===== src/rtl/pixel_plot_sink.sv =====
// pixel_plot_sink
//   Consumer end of the renderer pixel stream. Plot writes (x, y, colour) are
//   range-checked, buffered in a small FIFO and turned into linear framebuffer
//   writes (addr = y*SCREEN_X + x) behind a ready/valid write port. A flush
//   machine reports when every pixel accepted up to frame_end has been written.
//
// Ports
//   clk, reset         rising-edge clock, asynchronous active-high reset
//   pix_valid/ready    pixel handshake (ready = FIFO not full)
//   pix_x/y/col        pixel coordinates and colour
//   frame_end          pulse: last pixel of the frame has been issued
//   drained            pulse: everything before frame_end has been written
//   fb_we/ready        framebuffer write handshake
//   fb_addr/data       framebuffer write address and colour
//   drop_count         saturating count of out-of-range pixels
//
// Flush FSM states
//   state | meaning
//   IDLE  | no frame pending; frame_end starts a flush
//   FLUSH | waiting for FIFO and output stage to empty, then pulse drained

module pixel_plot_sink #(
    parameter int SCREEN_X   = 640,
    parameter int SCREEN_Y   = 480,
    parameter int COL_W      = 3,
    parameter int FIFO_DEPTH = 8,
    parameter int ADDR_W     = 19,
    localparam int XW        = $clog2(SCREEN_X) + 1,
    localparam int YW        = $clog2(SCREEN_Y) + 1
) (
    input  logic              clk,
    input  logic              reset,
    input  logic              pix_valid,
    output logic              pix_ready,
    input  logic [XW-1:0]     pix_x,
    input  logic [YW-1:0]     pix_y,
    input  logic [COL_W-1:0]  pix_col,
    input  logic              frame_end,
    output logic              drained,
    output logic              fb_we,
    input  logic              fb_ready,
    output logic [ADDR_W-1:0] fb_addr,
    output logic [COL_W-1:0]  fb_data,
    output logic [7:0]        drop_count
);

    localparam int PW = $clog2(FIFO_DEPTH);
    localparam int CW = PW + 1;
    localparam int EW = XW + YW + COL_W;

    typedef enum logic {IDLE, FLUSH} state_t;

    state_t          state;
    logic [EW-1:0]   mem [FIFO_DEPTH];
    logic [PW-1:0]   wr_ptr;
    logic [PW-1:0]   rd_ptr;
    logic [CW-1:0]   count;

    logic            accept;
    logic            in_range;
    logic            push;
    logic            pop;
    logic            out_free;
    logic [XW-1:0]   head_x;
    logic [YW-1:0]   head_y;
    logic [COL_W-1:0] head_col;
    logic [ADDR_W-1:0] head_addr;

    assign pix_ready = (count != CW'(FIFO_DEPTH));
    assign accept    = pix_valid && pix_ready;
    assign in_range  = (pix_x < XW'(SCREEN_X)) && (pix_y < YW'(SCREEN_Y));
    assign push      = accept && in_range;
    assign out_free  = !fb_we || fb_ready;
    assign pop       = out_free && (count != '0);

    assign {head_x, head_y, head_col} = mem[rd_ptr];
    // Widen before multiplying so the product is never truncated.
    assign head_addr = ADDR_W'(head_y) * ADDR_W'(SCREEN_X) + ADDR_W'(head_x);

    // Storage carries no reset; occupancy is governed by count and pointers.
    always_ff @(posedge clk) begin
        if (push)
            mem[wr_ptr] <= {pix_x, pix_y, pix_col};
    end

    always_ff @(posedge clk or posedge reset) begin
        if (reset) begin
            wr_ptr <= '0;
            rd_ptr <= '0;
            count  <= '0;
        end else begin
            if (push)
                wr_ptr <= wr_ptr + PW'(1);
            if (pop)
                rd_ptr <= rd_ptr + PW'(1);
            case ({push, pop})
                2'b10:   count <= count + CW'(1);
                2'b01:   count <= count - CW'(1);
                default: count <= count;
            endcase
        end
    end

    always_ff @(posedge clk or posedge reset) begin
        if (reset) begin
            fb_we   <= 1'b0;
            fb_addr <= '0;
            fb_data <= '0;
        end else if (pop) begin
            fb_we   <= 1'b1;
            fb_addr <= head_addr;
            fb_data <= head_col;
        end else if (out_free) begin
            fb_we   <= 1'b0;
        end
    end

    always_ff @(posedge clk or posedge reset) begin
        if (reset)
            drop_count <= '0;
        else if (accept && !in_range && drop_count != 8'hFF)
            drop_count <= drop_count + 8'd1;
    end

    // A pixel pushed on the completing edge is still part of the frame,
    // so the flush waits for it.
    always_ff @(posedge clk or posedge reset) begin
        if (reset) begin
            state   <= IDLE;
            drained <= 1'b0;
        end else begin
            drained <= 1'b0;
            case (state)
                IDLE: begin
                    if (frame_end)
                        state <= FLUSH;
                end
                FLUSH: begin
                    if (count == '0 && !push && out_free) begin
                        drained <= 1'b1;
                        state   <= IDLE;
                    end
                end
                default: state <= IDLE;
            endcase
        end
    end

endmodule


===== config.mk =====
export PLATFORM = sky130hd
export DESIGN_NAME = pixel_plot_sink
export DESIGN_NICKNAME = d
export VERILOG_FILES = /design/src/rtl/pixel_plot_sink.sv
export SDC_FILE = /design/constraint.sdc
export NUM_CORES = 1
export LEC_CHECK = 0
export ABC_AREA = 0
export BUFFER_PORTS_ARGS = -buffer_cell sky130_fd_sc_hd__buf_2
export CORE_UTILIZATION = 45
export CTS_CLUSTER_DIAMETER = 80
export CTS_CLUSTER_SIZE = 20
export DETAILED_ROUTE_END_ITERATION = 7
export GPL_TIMING_DRIVEN = 0
export HOLD_SLACK_MARGIN = 0.08
export SLEW_MARGIN = 40
export SYNTH_ARGS = -nofsm -noshare
export SYNTH_HDL_FRONTEND = slang
export SYNTH_SLANG_ARGS = --single-unit

===== constraint.sdc =====
create_clock -name clk -period 3.9 [get_ports clk]
set_input_delay 0 -clock clk [delete_from_list [all_inputs] [get_ports clk]]
set_output_delay 0 -clock clk [all_outputs]
set_load 0.02 [all_outputs]

==> run_results.csv <==
group,metric,value,unit
cells_and_area,fillers,1658,
global_route,met1_usage,25.2,%
placement,io_buffer_count,61,
critical_path,cp.buffers_inverters,3,
route,routed_wl,20200,um
logic_synthesis,synth-seq-cells,235,
timing,worstMarginPinSlew,726,ps
critical_path,slowest_stage,"or4_1",
cells_and_area,diodes,0,
timing,relSlewSlack,51.6,%
logic_synthesis,netlist_top_cells_count,"192 x edfxtp_1, 48 x mux4_2, 47 x nand2_1",
critical_path,arrival,4150,ps
run_status,status,"complete, no violations",
power,vdd_drop_max,0.000566,V
route,detail_route.drc_violations,0,
logic_synthesis,syn_inst,540,
logic_synthesis,synthArstFlopShare,18.3,%
global_route,grt_max_degree,31,
critical_path,cp_data_required_time,4310,ps
global_route,grt.total_usage,19.2,%
placement,place.gp.congestion,0.770,
power,p_total,9.88,mW
global_route,globalRouteMet3Util,2.26,%
cells_and_area,nNetsFinal,755,
clock_network,clkSinkCount,235,
placement,dpl.hpwl,14300,um
power,p_leak,4.30,nW
global_route,grt_util_met2,34.0,%
global_route,grt_pass1_vias,5486,
clock_network,clkLatencyLatePin,490,ps
floorplan,io_pins,62,
cells_and_area,final_design_area_no_fill,0.0117,sq mm
timing,setup_violations,0,
clock_network,cts_buffers,15,
floorplan,die_h,149,um
clock_network,cts_root_buf,"clkbuf_16",
floorplan,row_count,53,
timing,hold_violations,0,
route,drtAntennaViolNets,0,
critical_path,critPathTopFamily,"multiplexers",
global_route,overflow,0,
cells_and_area,drive_above_1_share,32.6,%
logic_synthesis,synth_ff_type,"edfxtp_1",
clock_network,htree_num_levels,1,
power,powerDensity,842,mW/mm^2
logic_synthesis,syn_avg_cell_area,18.0,sq um
logic_synthesis,netlist_area,0.00973,sq mm
critical_path,cpMostUsedCell,"ha_1",
clock_network,clock_path_buffers,3,
logic_synthesis,yosysMostFrequentCell,"edfxtp_1",
cells_and_area,instances_no_fill,980,
cells_and_area,final_core_util,55.6,%
logic_synthesis,synthesis.nets,598,
logic_synthesis,synth_enable_flop_cells,192,
clock_network,cts_tree,"done",
timing,fin_crit,3740,ps
hold_path,hp-class,"in -> reg",
timing,fin_crit_sh,96.0,%
critical_path,slowest_delay,510,ps
logic_synthesis,yosys-top-cells-area,"edfxtp_1 59%, mux4_2 11%, dfrtp_1 11%",
global_route,antenna_found_initial,0,
route,wl_per_cell,20.7,um
route,drt-pass1-iter-count,4,
global_route,top_usage_layer,"met2",
global_route,grt_pass1_wl,31600,um
timing,clock_skew,16.0,ps
logic_synthesis,yosys.cell_types.count,51,
route,drt_iter0_drc,265,
placement,dp.cells,907,
floorplan,design.core.area,0.0211,sq mm
cells_and_area,syn2layout_area_growth,20.6,%
placement,placed_area,0.0107,sq mm
logic_synthesis,yosys.area.top_type_share,59.3,%
critical_path,path_class,"reg -> reg",
floorplan,dieArea,0.0222,sq mm
route,vias_per_cell,5.38,
route,num_vias,5271,
timing,fmax,267,MHz
floorplan,start_util,46.1,%
timing,drv_slew,0,
floorplan,chipWidth,149,um
clock_network,cts.clk_slew.worst_paths,80,ps
critical_path,cp_cell_sequence,"buf_6, buf_12, buf_4, mux4_2, mux2_2, ha_1, ha_1, a21o_1, a21oi_1, a21boi_1, or2_1, or4_1, a31oi_1",
logic_synthesis,ys_warn_count,0,
critical_path,critPathCaptureType,"flop",
job,drv_cap,0,
critical_path,path_max_fanout,6,
critical_path,critPathLaunchType,"flop",
logic_synthesis,yosysTopAreaCell,"edfxtp_1",
logic_synthesis,yosysSeqAreaShare,70.3,%
## final timing paths
| path | start | end | slack, ps | cells past startpoint |
|---|---|---|---|---|
| min in group asynchronous | reset | drained$_DFF_PP0_ | 560 | 4 |
| setup / recovery | rd_ptr[0]$_DFFE_PP0P_ | fb_addr[17]$_DFFE_PP0P_ | 160 | 13 |
| hold / removal | pix_x[0] | mem[0][13]$_DFFE_PP_ | 310 | 2 |
| setup reg to reg | rd_ptr[0]$_DFFE_PP0P_ | fb_addr[17]$_DFFE_PP0P_ | 160 | 13 |
| hold reg to reg | fb_addr[5]$_DFFE_PP0P_ | fb_addr[5]$_DFFE_PP0P_ | 480 | 2 |
| max in group asynchronous | reset | rd_ptr[2]$_DFFE_PP0P_ | 2910 | 5 |
## report_power, final
group	total, mW	internal [mW]	switching (mW)
sequential	3.17	2.99	0.184
clock	1.53	0.744	0.791
combinational	5.17	2.49	2.68
total	9.88	6.22	3.65
## cell families after synthesis
group,count (synthesis),synth area share (%)
and+or+nand+nor,96,4.86
muxes,74,14.0
DFF,235,70.3
adders and majority gates,29,3.96
buffers and inverters,31,1.40
AOI/OAI and AO/OA,46,2.82
xor gates and xnor gates,29,2.61
## flip-flops by register name, indices dropped and copies added, names as in the netlist
name / flops
mem: 192
fb_we: 1
fb_addr: 19
rd_ptr: 3
drained: 1
fb_data: 3
state: 1
drop_count: 8
count: 4
wr_ptr: 3
## worst reg2reg max path, delay by kind of cell (launching register included)
family          cells  cell delay (ps)
compound gates      4              580
fa+ha+maj           2              640
buf+inv             3              470
flops               1              360
mux                 2              810
simple gates        2              790
## cells in the final DEF, fill, tap and decap left out, types with 4 or more instances in the layout
cell,count
edfxtp_1,192
buf_4,29
ha_4,4
nand2_1,47
mux2i_1,12
nor3b_2,4
dlygate4sd3_1,30
mux4_2,48
buf_12,5
clkbuf_16,15
and3_1,6
xnor2_1,17
o21ai_1,20
buf_2,79
dfrtp_1,43
buf_6,7
inv_1,8
mux2_2,9
nor2_1,10
a21oi_1,5
xor2_1,10
ha_1,20
clkbuf_1,8
nand3_1,4
## metrics by stage
step | setup slack, ps | hold slack (ps) | TNS, ps
floorplan | 40.0 | 98.9 | 0
global route | -9.26 | 324 | -9.26
global placement | -1770 | 238 | -219250
CTS | 30.1 | 293 | 0
detailed placement | -468 | -65.5 | -1180
finish | 156 | 313 | 0
## layer usage
layer / wire [um] / share of wire, %
met1: 8840 / 44
met2: 10200 / 50
met3: 752 / 3.7
met5: 0 / 0
met4: 442 / 2.2
## cell type report
type | count | area, sq um | share of cell area [%]
Buffer | 17 | 164 | 1.40
Clock buffer | 23 | 415 | 3.54
Clock inverter | 2 | 13.8 | 0.117
Inverter | 12 | 47.5 | 0.405
Multi-Input combinational cell | 274 | 2900 | 24.7
Sequential cell | 235 | 6840 | 58.3
Tap cell | 275 | 344 | 2.93
Timing Repair Buffer | 142 | 1010 | 8.61
## timing repair
action | 4_1_cts | 5_1_grt
hold buffers | 30 | 0
setup buffers | 15 | 6
hold endpoints to repair | 243 | 0
resized for setup | 24 | 6
setup endpoints to repair | 4 | 3
pin swaps | 4 | 6
No activity file was read; power rests on OpenSTA's default activity.
